`src/rtl/gfx_pkg.sv`:
```
// Shared definitions for the graphics ROM arbiter.
//   - client ID constants used on gnt_id
//   - FSM state encoding
//   - helper converting a client ID to its one-hot ack vector
package gfx_pkg;

    localparam logic [1:0] ID_BG   = 2'd0;
    localparam logic [1:0] ID_FG   = 2'd1;
    localparam logic [1:0] ID_SPR  = 2'd2;
    localparam logic [1:0] ID_NONE = 2'd3;

    typedef enum logic [1:0] {
        ST_IDLE  = 2'd0,
        ST_ISSUE = 2'd1,
        ST_WAIT  = 2'd2,
        ST_DONE  = 2'd3
    } state_t;

    function automatic logic [2:0] id_to_onehot(input logic [1:0] id);
        logic [2:0] oh;
        oh = 3'b000;
        case (id)
            ID_BG:   oh = 3'b001;
            ID_FG:   oh = 3'b010;
            ID_SPR:  oh = 3'b100;
            default: oh = 3'b000;
        endcase
        return oh;
    endfunction

endpackage

```
`src/rtl/gfx_rom_arbiter_if.sv`:
```
// Bus bundle between the fetch clients / ROM controller and the arbiter.
//   client side : hb, vb, req[2:0], addr_bg/fg/spr -> arbiter; ack, dout, gnt_id, busy, err <- arbiter
//   ROM side    : rom_addr, rom_cs <- arbiter; rom_data, rom_ok -> arbiter
// The slave modport is the arbiter's view; master is the surrounding system.
interface gfx_rom_arbiter_if #(
    parameter int AW = 18,
    parameter int DW = 16
);
    logic          hb;
    logic          vb;
    logic [2:0]    req;
    logic [AW-1:0] addr_bg;
    logic [AW-1:0] addr_fg;
    logic [AW-1:0] addr_spr;
    logic [AW-1:0] rom_addr;
    logic          rom_cs;
    logic [DW-1:0] rom_data;
    logic          rom_ok;
    logic [2:0]    ack;
    logic [DW-1:0] dout;
    logic [1:0]    gnt_id;
    logic          busy;
    logic          err;

    modport master (
        output hb, vb, req, addr_bg, addr_fg, addr_spr, rom_data, rom_ok,
        input  rom_addr, rom_cs, ack, dout, gnt_id, busy, err
    );

    modport slave (
        input  hb, vb, req, addr_bg, addr_fg, addr_spr, rom_data, rom_ok,
        output rom_addr, rom_cs, ack, dout, gnt_id, busy, err
    );
endinterface

```
`src/rtl/prio_pick3.sv`:
```
// Combinational three-way priority picker.
//   req[2:0]  : bit0 bg, bit1 fg, bit2 spr
//   blank     : horizontal or vertical blank active
//   force_spr : sprite has been starved, give it the port
//   gnt[2:0]  : one-hot winner (all zero when nothing requests)
//   id[1:0]   : winner ID, ID_NONE when nothing requests
// Blank or starvation puts spr on top; bg still beats fg in every mode.
module prio_pick3
    import gfx_pkg::*;
(
    input  logic [2:0] req,
    input  logic       blank,
    input  logic       force_spr,
    output logic [2:0] gnt,
    output logic [1:0] id
);

    always_comb begin
        gnt = 3'b000;
        id  = ID_NONE;
        if (req[2] && (blank || force_spr)) begin
            gnt = 3'b100;
            id  = ID_SPR;
        end else if (req[0]) begin
            gnt = 3'b001;
            id  = ID_BG;
        end else if (req[1]) begin
            gnt = 3'b010;
            id  = ID_FG;
        end else if (req[2]) begin
            gnt = 3'b100;
            id  = ID_SPR;
        end
    end

endmodule

```
`src/rtl/gfx_rom_arbiter.sv`:
```
// Shares one graphics ROM port among bg tiles, fg tiles and sprites, one
// transaction at a time, with blank-dependent priority, sprite starvation
// override and a WAIT watchdog.
//   clk, reset : system clock, asynchronous active-high reset
//   bus        : gfx_rom_arbiter_if.slave (client requests, ROM port, status)
//
// state | meaning
// IDLE  | arbitrate on req, latch winner and its address
// ISSUE | rom_cs high for this single cycle
// WAIT  | wait for rom_ok; watchdog aborts with err and dout=0
// DONE  | one-cycle ack to the owner, dout valid
module gfx_rom_arbiter
    import gfx_pkg::*;
#(
    parameter int AW      = 18,
    parameter int DW      = 16,
    parameter int TIMEOUT = 63,
    parameter int STARVE  = 8
) (
    input  logic             clk,
    input  logic             reset,
    gfx_rom_arbiter_if.slave bus
);

    localparam int SW = $clog2(STARVE + 1);

    state_t        state, state_nx;
    logic [7:0]    timer;
    logic [SW-1:0] starve_cnt;
    logic [1:0]    gnt_q;
    logic          timed_out;
    logic [AW-1:0] rom_addr_q;
    logic [DW-1:0] dout_q;

    logic [2:0]    pick_gnt;
    logic [1:0]    pick_id;
    logic [AW-1:0] addr_sel;
    logic          force_spr;
    logic          req_any;

    assign force_spr = (starve_cnt == SW'(STARVE));
    assign req_any   = |bus.req;

    prio_pick3 u_pick (
        .req       (bus.req),
        .blank     (bus.hb | bus.vb),
        .force_spr (force_spr),
        .gnt       (pick_gnt),
        .id        (pick_id)
    );

    assign addr_sel = ({AW{pick_gnt[0]}} & bus.addr_bg)
                    | ({AW{pick_gnt[1]}} & bus.addr_fg)
                    | ({AW{pick_gnt[2]}} & bus.addr_spr);

    always_ff @(posedge clk or posedge reset) begin
        if (reset) state <= ST_IDLE;
        else       state <= state_nx;
    end

    always_comb begin
        state_nx   = state;
        bus.rom_cs = 1'b0;
        bus.ack    = 3'b000;
        bus.err    = 1'b0;
        bus.busy   = (state != ST_IDLE);
        bus.gnt_id = (state == ST_IDLE) ? ID_NONE : gnt_q;
        case (state)
            ST_IDLE:  if (req_any) state_nx = ST_ISSUE;
            ST_ISSUE: begin
                bus.rom_cs = 1'b1;
                state_nx   = ST_WAIT;
            end
            ST_WAIT:  if (bus.rom_ok || timer == 8'd0) state_nx = ST_DONE;
            ST_DONE:  begin
                bus.ack  = id_to_onehot(gnt_q);
                bus.err  = timed_out;
                state_nx = ST_IDLE;
            end
            default:  state_nx = ST_IDLE;
        endcase
    end

    // Watchdog is a down-counter loaded in ISSUE: abort on the WAIT edge
    // where it is already zero, giving TIMEOUT+1 WAIT cycles in total.
    always_ff @(posedge clk or posedge reset) begin
        if (reset) begin
            timer      <= 8'd0;
            starve_cnt <= '0;
            gnt_q      <= ID_NONE;
            timed_out  <= 1'b0;
            rom_addr_q <= '0;
            dout_q     <= '0;
        end else begin
            case (state)
                ST_IDLE: if (req_any) begin
                    gnt_q      <= pick_id;
                    rom_addr_q <= addr_sel;
                    timed_out  <= 1'b0;
                    if (bus.req[2]) begin
                        if (pick_gnt[2])
                            starve_cnt <= '0;
                        else if (!force_spr)
                            starve_cnt <= starve_cnt + SW'(1);
                    end
                end
                ST_ISSUE: timer <= 8'(TIMEOUT);
                ST_WAIT: begin
                    if (bus.rom_ok) begin
                        dout_q <= bus.rom_data;
                    end else if (timer == 8'd0) begin
                        dout_q    <= '0;
                        timed_out <= 1'b1;
                    end else begin
                        timer <= timer - 8'd1;
                    end
                end
                default: ;
            endcase
        end
    end

    assign bus.rom_addr = rom_addr_q;
    assign bus.dout     = dout_q;

endmodule

```
`src/flat_wrapper.sv`:
```
// flat-port wrapper written by rule: the top's interface ports become plain ports
module gfx_rom_arbiter_flat import gfx_pkg::*;
#(
    parameter int AW      = 18,
    parameter int DW      = 16,
    parameter int TIMEOUT = 63,
    parameter int STARVE  = 8
)
  (clk, reset, bus_hb, bus_vb, bus_req, bus_addr_bg, bus_addr_fg, bus_addr_spr, bus_rom_data, bus_rom_ok, bus_rom_addr, bus_rom_cs, bus_ack, bus_dout, bus_gnt_id, bus_busy, bus_err);
  gfx_rom_arbiter_if #(.AW(AW), .DW(DW)) bus_i ();
  input  logic clk;
  input  logic reset;
  input wire logic [$bits(bus_i.hb)-1:0] bus_hb;
  input wire logic [$bits(bus_i.vb)-1:0] bus_vb;
  input wire logic [$bits(bus_i.req)-1:0] bus_req;
  input wire logic [$bits(bus_i.addr_bg)-1:0] bus_addr_bg;
  input wire logic [$bits(bus_i.addr_fg)-1:0] bus_addr_fg;
  input wire logic [$bits(bus_i.addr_spr)-1:0] bus_addr_spr;
  input wire logic [$bits(bus_i.rom_data)-1:0] bus_rom_data;
  input wire logic [$bits(bus_i.rom_ok)-1:0] bus_rom_ok;
  output wire logic [$bits(bus_i.rom_addr)-1:0] bus_rom_addr;
  output wire logic [$bits(bus_i.rom_cs)-1:0] bus_rom_cs;
  output wire logic [$bits(bus_i.ack)-1:0] bus_ack;
  output wire logic [$bits(bus_i.dout)-1:0] bus_dout;
  output wire logic [$bits(bus_i.gnt_id)-1:0] bus_gnt_id;
  output wire logic [$bits(bus_i.busy)-1:0] bus_busy;
  output wire logic [$bits(bus_i.err)-1:0] bus_err;
  assign bus_i.hb = bus_hb;
  assign bus_i.vb = bus_vb;
  assign bus_i.req = bus_req;
  assign bus_i.addr_bg = bus_addr_bg;
  assign bus_i.addr_fg = bus_addr_fg;
  assign bus_i.addr_spr = bus_addr_spr;
  assign bus_i.rom_data = bus_rom_data;
  assign bus_i.rom_ok = bus_rom_ok;
  assign bus_rom_addr = bus_i.rom_addr;
  assign bus_rom_cs = bus_i.rom_cs;
  assign bus_ack = bus_i.ack;
  assign bus_dout = bus_i.dout;
  assign bus_gnt_id = bus_i.gnt_id;
  assign bus_busy = bus_i.busy;
  assign bus_err = bus_i.err;
  gfx_rom_arbiter #(.AW(AW), .DW(DW), .TIMEOUT(TIMEOUT), .STARVE(STARVE)) u_core (.clk(clk), .reset(reset), .bus(bus_i));
endmodule
```
`config.mk`:
```
export PLATFORM = sky130hd
export DESIGN_NAME = gfx_rom_arbiter_flat
export DESIGN_NICKNAME = d
export VERILOG_FILES = /design/src/rtl/gfx_pkg.sv /design/src/rtl/gfx_rom_arbiter_if.sv /design/src/rtl/prio_pick3.sv /design/src/rtl/gfx_rom_arbiter.sv /design/src/flat_wrapper.sv
export SDC_FILE = /design/constraint.sdc
export NUM_CORES = 1
export LEC_CHECK = 0
export BUFFER_PORTS_ARGS = -buffer_cell sky130_fd_sc_hd__buf_2
export CAP_MARGIN = 20
export CORE_MARGIN = 2
export CORE_UTILIZATION = 40
export CTS_CLUSTER_DIAMETER = 40
export CTS_CLUSTER_SIZE = 28
export DETAILED_ROUTE_END_ITERATION = 10
export HOLD_SLACK_MARGIN = 0.02
export PLACE_DENSITY = 0.73
export SYNTH_ARGS = -nofsm -noshare
export SYNTH_HDL_FRONTEND = slang
export SYNTH_SLANG_ARGS = --single-unit
export TNS_END_PERCENT = 50
```
`constraint.sdc`:
```
create_clock -name clk -period 2 [get_ports clk]
set_input_delay 0.4 -clock clk [delete_from_list [all_inputs] [get_ports clk]]
set_output_delay 0.4 -clock clk [all_outputs]
set_load 0.02 [all_outputs]
```
## After elaboration in Yosys (flattened, before gate mapping)

Index checks and enable logic that the tools add are counted.

- Flip-flop bits (word level): 51
- Input port bits: 78

- Add/sub/neg operators: 2
- Equal/unequal tests: 12
- Mux-type cells: 27
- Bitwise gates (word level): 6
- Reductions and logical operators: 17

Operator list:

| operator | count |
|---|---|
| 18-bit bitwise AND | 3 |
| 18-bit bitwise OR | 2 |
| 16-bit 2-to-1 mux | 2 |
| 8-bit 2-to-1 mux | 2 |
| 8-bit case mux with 2 select lines | 1 |
| 3-bit 2-to-1 mux | 5 |
| 2-bit 2-to-1 mux | 6 |
| 3-bit case mux with 3 select lines | 1 |
| 8-bit logical NOT | 1 |
| 4-bit 2-to-1 mux | 2 |
| 2-bit by 1-bit inequality test with 1-bit output, second input constant | 4 |
| 2-bit case mux with 4 select lines | 1 |
| 4-bit AND reduction | 2 |
| 2-bit nonzero test | 4 |
| 8-bit by 1-bit subtractor with 8-bit output, second input constant | 1 |
| 2-bit equality test, second input constant | 3 |
| 1-bit 2-to-1 mux | 6 |
| 2-bit AND reduction | 3 |
| 4-bit by 1-bit adder with 4-bit output, second input constant | 1 |
| 2-bit by 1-bit equality test with 1-bit output, second input constant | 2 |
| 4-bit equality test, second input constant | 1 |
| 2-bit logical NOT | 2 |
| 2-bit inequality test, second input constant | 2 |
| 3-bit AND reduction | 1 |
| 5 further kinds | 6 |

## Depth between registers and ports, before layout

Gate-level depths: netlist of the first run.

- Word-level depth: 7
- Depth in mapped cells: 8

## Hierarchy

Synthesis of the first run repeated with hierarchy kept, for this count alone.

- Cells, all modules: 229
- Area, all modules: 2483.6 um^2

Modules (own cells, without submodules):

| module | instances | cells an instance | area an instance (um^2) | sequential area each (um^2) |
|---|---|---|---|---|
| gfx_rom_arbiter | 1 | 221 | 2431.1 | 1278.7 |
| prio_pick3 | 1 | 8 | 52.6 | 0.0 |

## Worst setup path after synthesis of the first run

No wires, ideal clock.

- Kind: register -> register
- From: register u_core.timer[0]
- To: register u_core.state[1]
- Data arrival time: 1776 ps
- Data required time: 1873 ps
- Slack: 97 ps
- Stages on the path, launching flop included: 7
- Clock period less this slack: 1903 ps
- Cell sequence: dfrtp_1 inv_1 ha_1 or3b_2 o21a_2 nor2_4 mux2_1

- Word-level cells in the longest chain between the ends: 4

RTL lines:

| item | line | source |
|---|---|---|
| start: declaration | gfx_rom_arbiter.sv:28 | `logic [7:0] timer;` |
| start signal: assignment | gfx_rom_arbiter.sv:107 | `ST_ISSUE: timer <= 8'(TIMEOUT);` |
| start signal: assignment | gfx_rom_arbiter.sv:115 | `timer <= timer - 8'd1;` |
| 8-bit logical NOT | gfx_rom_arbiter.sv:74 | `ST_WAIT: if (bus.rom_ok \|\| timer == 8'd0) state_nx = ST_DONE;` |
| 1-bit logical OR | gfx_rom_arbiter.sv:74 |  |
| 2-bit by 1-bit inequality test with 1-bit output (no line) | - |  |
| 2-bit AND reduction (no line) | - |  |
| end signal: assignment | gfx_rom_arbiter.sv:58 | `else state <= state_nx;` |
| end: declaration | gfx_rom_arbiter.sv:27 | `state_t state, state_nx;` |

No other way between the ends.
A chain may end at the register's enable or synchronous reset.

## Worst setup path after layout of the first run

- From: register u_core.state[0]
- To: output bus_gnt_id[1]

- Word-level cells in the longest chain between the ends: 2

RTL lines:

| item | line | source |
|---|---|---|
| 2-bit logical NOT | gfx_rom_arbiter.sv:67 | `bus.gnt_id = (state == ST_IDLE) ? ID_NONE : gnt_q;` |
| 2-bit 2-to-1 mux | gfx_rom_arbiter.sv:67 |  |
| end: declaration | flat_wrapper.sv:25 | `output wire logic [$bits(bus_i.gnt_id)-1:0] bus_gnt_id;` |

No other way between the ends.

==> results_dict.tcl, run 1 <==
set metrics [dict create \
    syn_area_per_cell_um2 10.5 \
    synth_nets 335 \
    max_freq_mhz 522 \
    grt_pass1_wl_mm 10.8 \
    hold_viol_final 0 \
    dr.max_layer_used "met4" \
    drtIter0Drc 97 \
    status "complete, no violations" \
    cts_resized 0 \
    slew_violations 0 \
    worst_slew_pin_slew_ns 1.05 \
    grt-ovfl-total 0 \
    end_kind "output pin" \
    power.density_nw_per_um2 1370 \
    fillers 562 \
    dieArea_um2 7160 \
    vias 2377 \
    syn_inst 248 \
    postLayoutCellArea_um2 3430 \
    ant_nets 0 \
    die_w_um 84.6 \
    yosys.cell_types.count 49 \
    fp-row-count 29 \
    cp_slowest_cell "dfrtp_1" \
    worstPathArrival_ns 1.52 \
    drc 0 \
    setup_viol 0 \
    io_pins 120 \
    drv_cap 0 \
    clock_path_buffers 2 \
    relSlewSlack_pct 29.6 \
    skew_ns 0.0116 \
    crit_path_max_fanout 6 \
    min_path_type "in2async" \
    ir_worst_vdd_uv 676 \
    power_leakage_nw 1.71 \
    drtPass1Iterations 5 \
    worstSetupStartpointType "flip-flop" \
    grt_pass1_vias 2316 \
    worstSetupStartpoint "u_core.state[0]" \
    ys_ff_latch 51 \
    cts_setup_buffers 0 \
    synthArstFlopShare_pct 100 \
    route.met3.wl_um 546 \
    fin_crit_sh_pct 95.9 \
    total_power_mw 4.69 \
    track_usage_pct 18.5 \
    dp_hpwl_mm 5.00 \
    ys_warn_count 0 \
    routedWlPerCell_um 14.7 \
    rr_worst_depth 6 \
    place_area_um2 3330 \
    max_stage_delay_ns 0.42 \
    portBuffers 119 \
    start_util_pct 41.2 \
    gp_congestion 0.873 \
    core_area_um2 6310 \
    synth_flop_cell "dfrtp_1" \
    final_common_cell "buf_2" \
    cts_root_buf "clkbuf_8" \
    cp_cell_sequence "inv_1 > ha_2 > or2_2 > buf_2" \
    period_needed_ns 1.92 \
    grt_max_degree 52 \
    routed_wl_mm 6.59 \
    die_h_um 84.6 \
    reg2reg_from "u_core.state[0]" \
    grt_antenna_before_repair 0 \
    via_per_inst 5.31 \
    synth_area_um2 2600 \
    nNetsFinal 457 \
    cts_sinks 51 \
    rsz0062_at_grt "no" \
    cts_tree "done" \
    clkTransAtPathRegs_ns 0.10 \
    final_cell_mix "119 x buf_2, 49 x dfrtp_1, 28 x a22o_1, 23 x nor2_1, 21 x a21oi_1" \
    ys_seq_area_share_pct 49.2 \
    cts_made_buffers 5 \
    insertedDiodeCount 0 \
    postCtsHoldBufs 0 \
    cp.required_ns 1.60 \
    synth_edf_count 0 \
    met2_length_mm 3.17 \
    met1_length_mm 2.80 \
    holdWs_ns 0.122 \
    drive_gt1_share_pct 43.9 \
    clock_latency_ns 0.31 \
    criticalPathCategory "reg2out" \
    htree_levels 2 \
    syn2layout_area_growth_pct 32.2 \
]
report_power, final:
part           leakage, nW  switching [mW]  total [mW]  internal [mW]
clock               0.0491           0.371       0.629          0.258
combinational         1.05            1.38        2.33          0.948
sequential           0.602           0.257        1.73           1.47
state kept, by name, summed over array words and instances (netlist names):
signal,cells
u_core.bus.dout,16
u_core.bus.rom_addr,18
u_core.gnt_q,2
u_core.starve_cnt,4
u_core.state,2
u_core.timed_out,1
u_core.timer,8
routing by layer:
layer / GRT usage (%) / vias up
met4: 4.33 / 0
met1: 22.8 / 1112
li1: - / 1160
met2: 32.7 / 97
met5: 0 / -
met3: 4.42 / 8
critical path, delay by kind of cell, from the launching register on:
kind,cells,cell delay (ns)
adder cells (fa/ha/maj),1,0.23
buffers and inverters,2,0.27
flip-flops,1,0.42
AND/OR/NAND/NOR,1,0.29
logic make-up (layout without fill, tap and decap cells):
| kind of cell | after synthesis | in the layout | synth area share (%) |
|---|---|---|---|
| AO/OA/AOI/OAI | 94 | 94 | 27.4 |
| multiplexers | 3 | 3 | 1.20 |
| adder cells (fa/ha/maj) | 9 | 9 | 4.33 |
| AND/OR/NAND/NOR | 65 | 65 | 13.3 |
| XOR/XNOR | 1 | 1 | 0.337 |
| flip-flops | 51 | 51 | 49.2 |
| buffers and inverters | 25 | 148 | 4.19 |
stage by stage:
step                worst slack [ns]  utilization [%]  setup TNS, ns  std cells
floorplan                     0.0965                -              0        248
global placement              0.0391             52.8              0        440
detailed placement            -0.104             52.8         -0.584        440
CTS                           0.0131             54.3              0        448
global route                  0.0103             54.4              0        448
finish                        0.0826             54.4              0        448
cell usage after synthesis (2+ instances only):
cell type	number	area [um^2]
o21ai_0	5	25.0
a21oi_1	21	105
a22o_2	6	60.1
nand2_1	8	30.0
nand2b_1	2	12.5
nor4_1	2	12.5
buf_2	6	30.0
or2_2	3	18.8
a22o_1	28	245
clkbuf_1	8	30.0
inv_1	9	33.8
dfrtp_1	49	1230
nor2_1	24	90.1
nor2b_1	2	12.5
nor3_1	4	20.0
nor2_4	2	22.5
a22oi_1	18	135
nand3_1	4	20.0
ha_1	9	113
or3_1	2	12.5
a21o_1	2	15.0
and2_1	3	18.8
mux2i_1	2	20.0
a32o_1	2	20.0
dfstp_2	2	52.6
and3b_1	2	17.5
area by class of cell:
cell class	count	area [um^2]	area share (%)
Clock buffer	5	68.8	2.00
Sequential cell	51	1280	37.2
Clock inverter	3	26.3	0.765
Timing Repair Buffer	131	711	20.7
Multi-Input combinational cell	172	1220	35.5
Tap cell	77	96.3	2.81
Inverter	9	33.8	0.984
worst paths after layout:
kind,endpoint,slack (ns)
setup / recovery,bus_gnt_id[1],0.08
hold / removal,u_core.bus.dout[3],0.12
setup reg to reg,u_core.timer[4],0.14
hold reg to reg,u_core.timed_out,0.51
max in group asynchronous,u_core.gnt_q[0],1.60
min in group clk,u_core.bus.dout[7],0.29
(Power assumes the default switching activity.)
==> inputs of run 2 (changes only) <==
- CORE_ASPECT_RATIO: not set -> 2
==> run 2 against run 1 <==
Die area increased by 0.54%. Sequential cell count unchanged. Final cell count increased by 1.8%. Worst hold slack improved by 0.065 ns. Critical path type is now reg2reg.
==> results_dict.tcl, run 2 (synthesis results as in run 1) <==
set metrics [dict create \
    worstSetupStartpointType "flip-flop" \
    clock_latency_ns 0.28 \
    grt_antenna_before_repair 0 \
    drv_cap 0 \
    skew_ns 0.00355 \
    status "complete, no violations" \
    dp_hpwl_mm 5.22 \
    core_area_um2 6310 \
    fp-row-count 41 \
    cts_tree "done" \
    drive_gt1_share_pct 43.8 \
    fillers 608 \
    cts_made_buffers 5 \
    holdWs_ns 0.186 \
    rr_worst_depth 7 \
    routedWlPerCell_um 15.0 \
    instances_no_fill 456 \
    tns_ns 0 \
    drtIter0Drc 60 \
    grt-ovfl-total 0 \
    via_per_inst 5.22 \
    ant_nets 0 \
    io_pins 120 \
    track_usage_pct 19.4 \
    ir_worst_vdd_uv 821 \
    cts_sinks 51 \
    clock_path_buffers 2 \
    dieArea_um2 7200 \
    reg2reg_from "u_core.timer[1]" \
    total_power_mw 4.87 \
    post-place-cells 448 \
    cp.required_ns 2.17 \
    nNetsFinal 456 \
    max_freq_mhz 526 \
    criticalPathCategory "reg2reg" \
    end_kind "flip-flop" \
    rrSetupSlack_ns 0.1 \
    die_h_um 118 \
    gp_congestion 0.817 \
    grt_pass1_wl_mm 10.7 \
    htree_levels 2 \
    insertedDiodeCount 0 \
    routed_wl_mm 6.85 \
    portBuffers 119 \
    relSlewSlack_pct 48.4 \
    period_needed_ns 1.90 \
    final_common_cell "buf_2" \
    drtPass1Iterations 4 \
    die_w_um 61.0 \
    final_cell_mix "119 x buf_2, 49 x dfrtp_1, 28 x a22o_1, 23 x nor2_1, 21 x a21oi_1" \
    fin_crit_sh_pct 95.1 \
    drc 0 \
    min_path_type "in2async" \
    worstPathArrival_ns 2.08 \
    power.density_nw_per_um2 1390 \
    power_leakage_nw 1.71 \
    start_util_pct 41.2 \
    final_util_pct 55.3 \
    cts_root_buf "clkbuf_16" \
    crit_path_max_fanout 16 \
    syn2layout_area_growth_pct 34.4 \
    grt_max_degree 37 \
    clkTransAtPathRegs_ns 0.07 \
    vias 2380 \
    worst_slew_pin_slew_ns 0.773 \
    setup_viol 0 \
    largest_register_ffs 18 \
    r2r-end "u_core.bus.dout[14]" \
    slew_violations 0 \
    grt_pass1_vias 2421 \
    hold_viol_final 0 \
]
-- run 2: changes by cell type in the layout (fill, tap and decap cells not counted), sizes merged --
cell,before,now
inv,11,9
buf,131,130
clkinvlp,0,2
-- run 2: layer usage --
metal / wire length [um] / up-vias / global-route usage (%)
met4: 150 / 0 / 6.52
met2: 3880 / 66 / 35.4
met5: 0 / - / 0
li1: - / 1162 / -
met1: 2560 / 1140 / 21.3
met3: 269 / 12 / 3.30
-- run 2: timing repair --
action,in CTS,in global routing
hold endpoints to repair,0,0
buffers inserted,0,0
hold buffers,0,0
endpoints found under the setup margin,0,19
resized for setup,0,3
-- run 2: how the worst max path moves through the flow --
| stage | startpoint | to | slack, ns | depth (start not counted) |
|---|---|---|---|---|
| floorplan | u_core.timer[0] | u_core.state[1] | 0.1 | 6 |
| global placement | bus_req[0] | u_core.bus.rom_addr[14] | 0.09 | 6 |
| detailed placement | bus_req[0] | u_core.bus.rom_addr[14] | 0.09 | 6 |
| CTS | u_core.state[0] | bus_gnt_id[1] | 0.002 | 4 |
| global route | u_core.timer[1] | u_core.bus.dout[13] | -0.01 | 7 |
| finish | u_core.timer[1] | u_core.bus.dout[14] | 0.1 | 7 |
-- run 2: final cells by class --
class | count | area (um^2) | area share (%)
tap | 86 | 108 | 3.08
multi-input combinational | 172 | 1220 | 35.0
clock buffer | 5 | 125 | 3.58
timing repair buffer | 130 | 703 | 20.1
clock inverter | 3 | 20.0 | 0.573
inverter | 9 | 33.8 | 0.967
sequential | 51 | 1280 | 36.6
-- run 2: power breakdown --
part           leakage [nW]  internal [mW]  switching, mW
combinational          1.05          0.941           1.36
clock                0.0658          0.461          0.368
sequential            0.602           1.48          0.259
total                  1.71           2.88           1.99
-- run 2: metrics by stage --
stage,area [um^2],worst slack [ns]
finish,3490,0.0978
floorplan,2600,0.0965
global route,3490,-0.0109
detailed placement,3340,0.0855
CTS,3480,0.00185
global placement,3340,0.0930
-- run 2: critical path, cell delays in order (launching register included) --
cell and delay (ns):
dfrtp_1 0.40, inv_1 0.08, ha_1 0.14, or3b_2 0.47, buf_4 0.17, nor2_4 0.11, o21ai_4 0.14, a22o_2 0.28
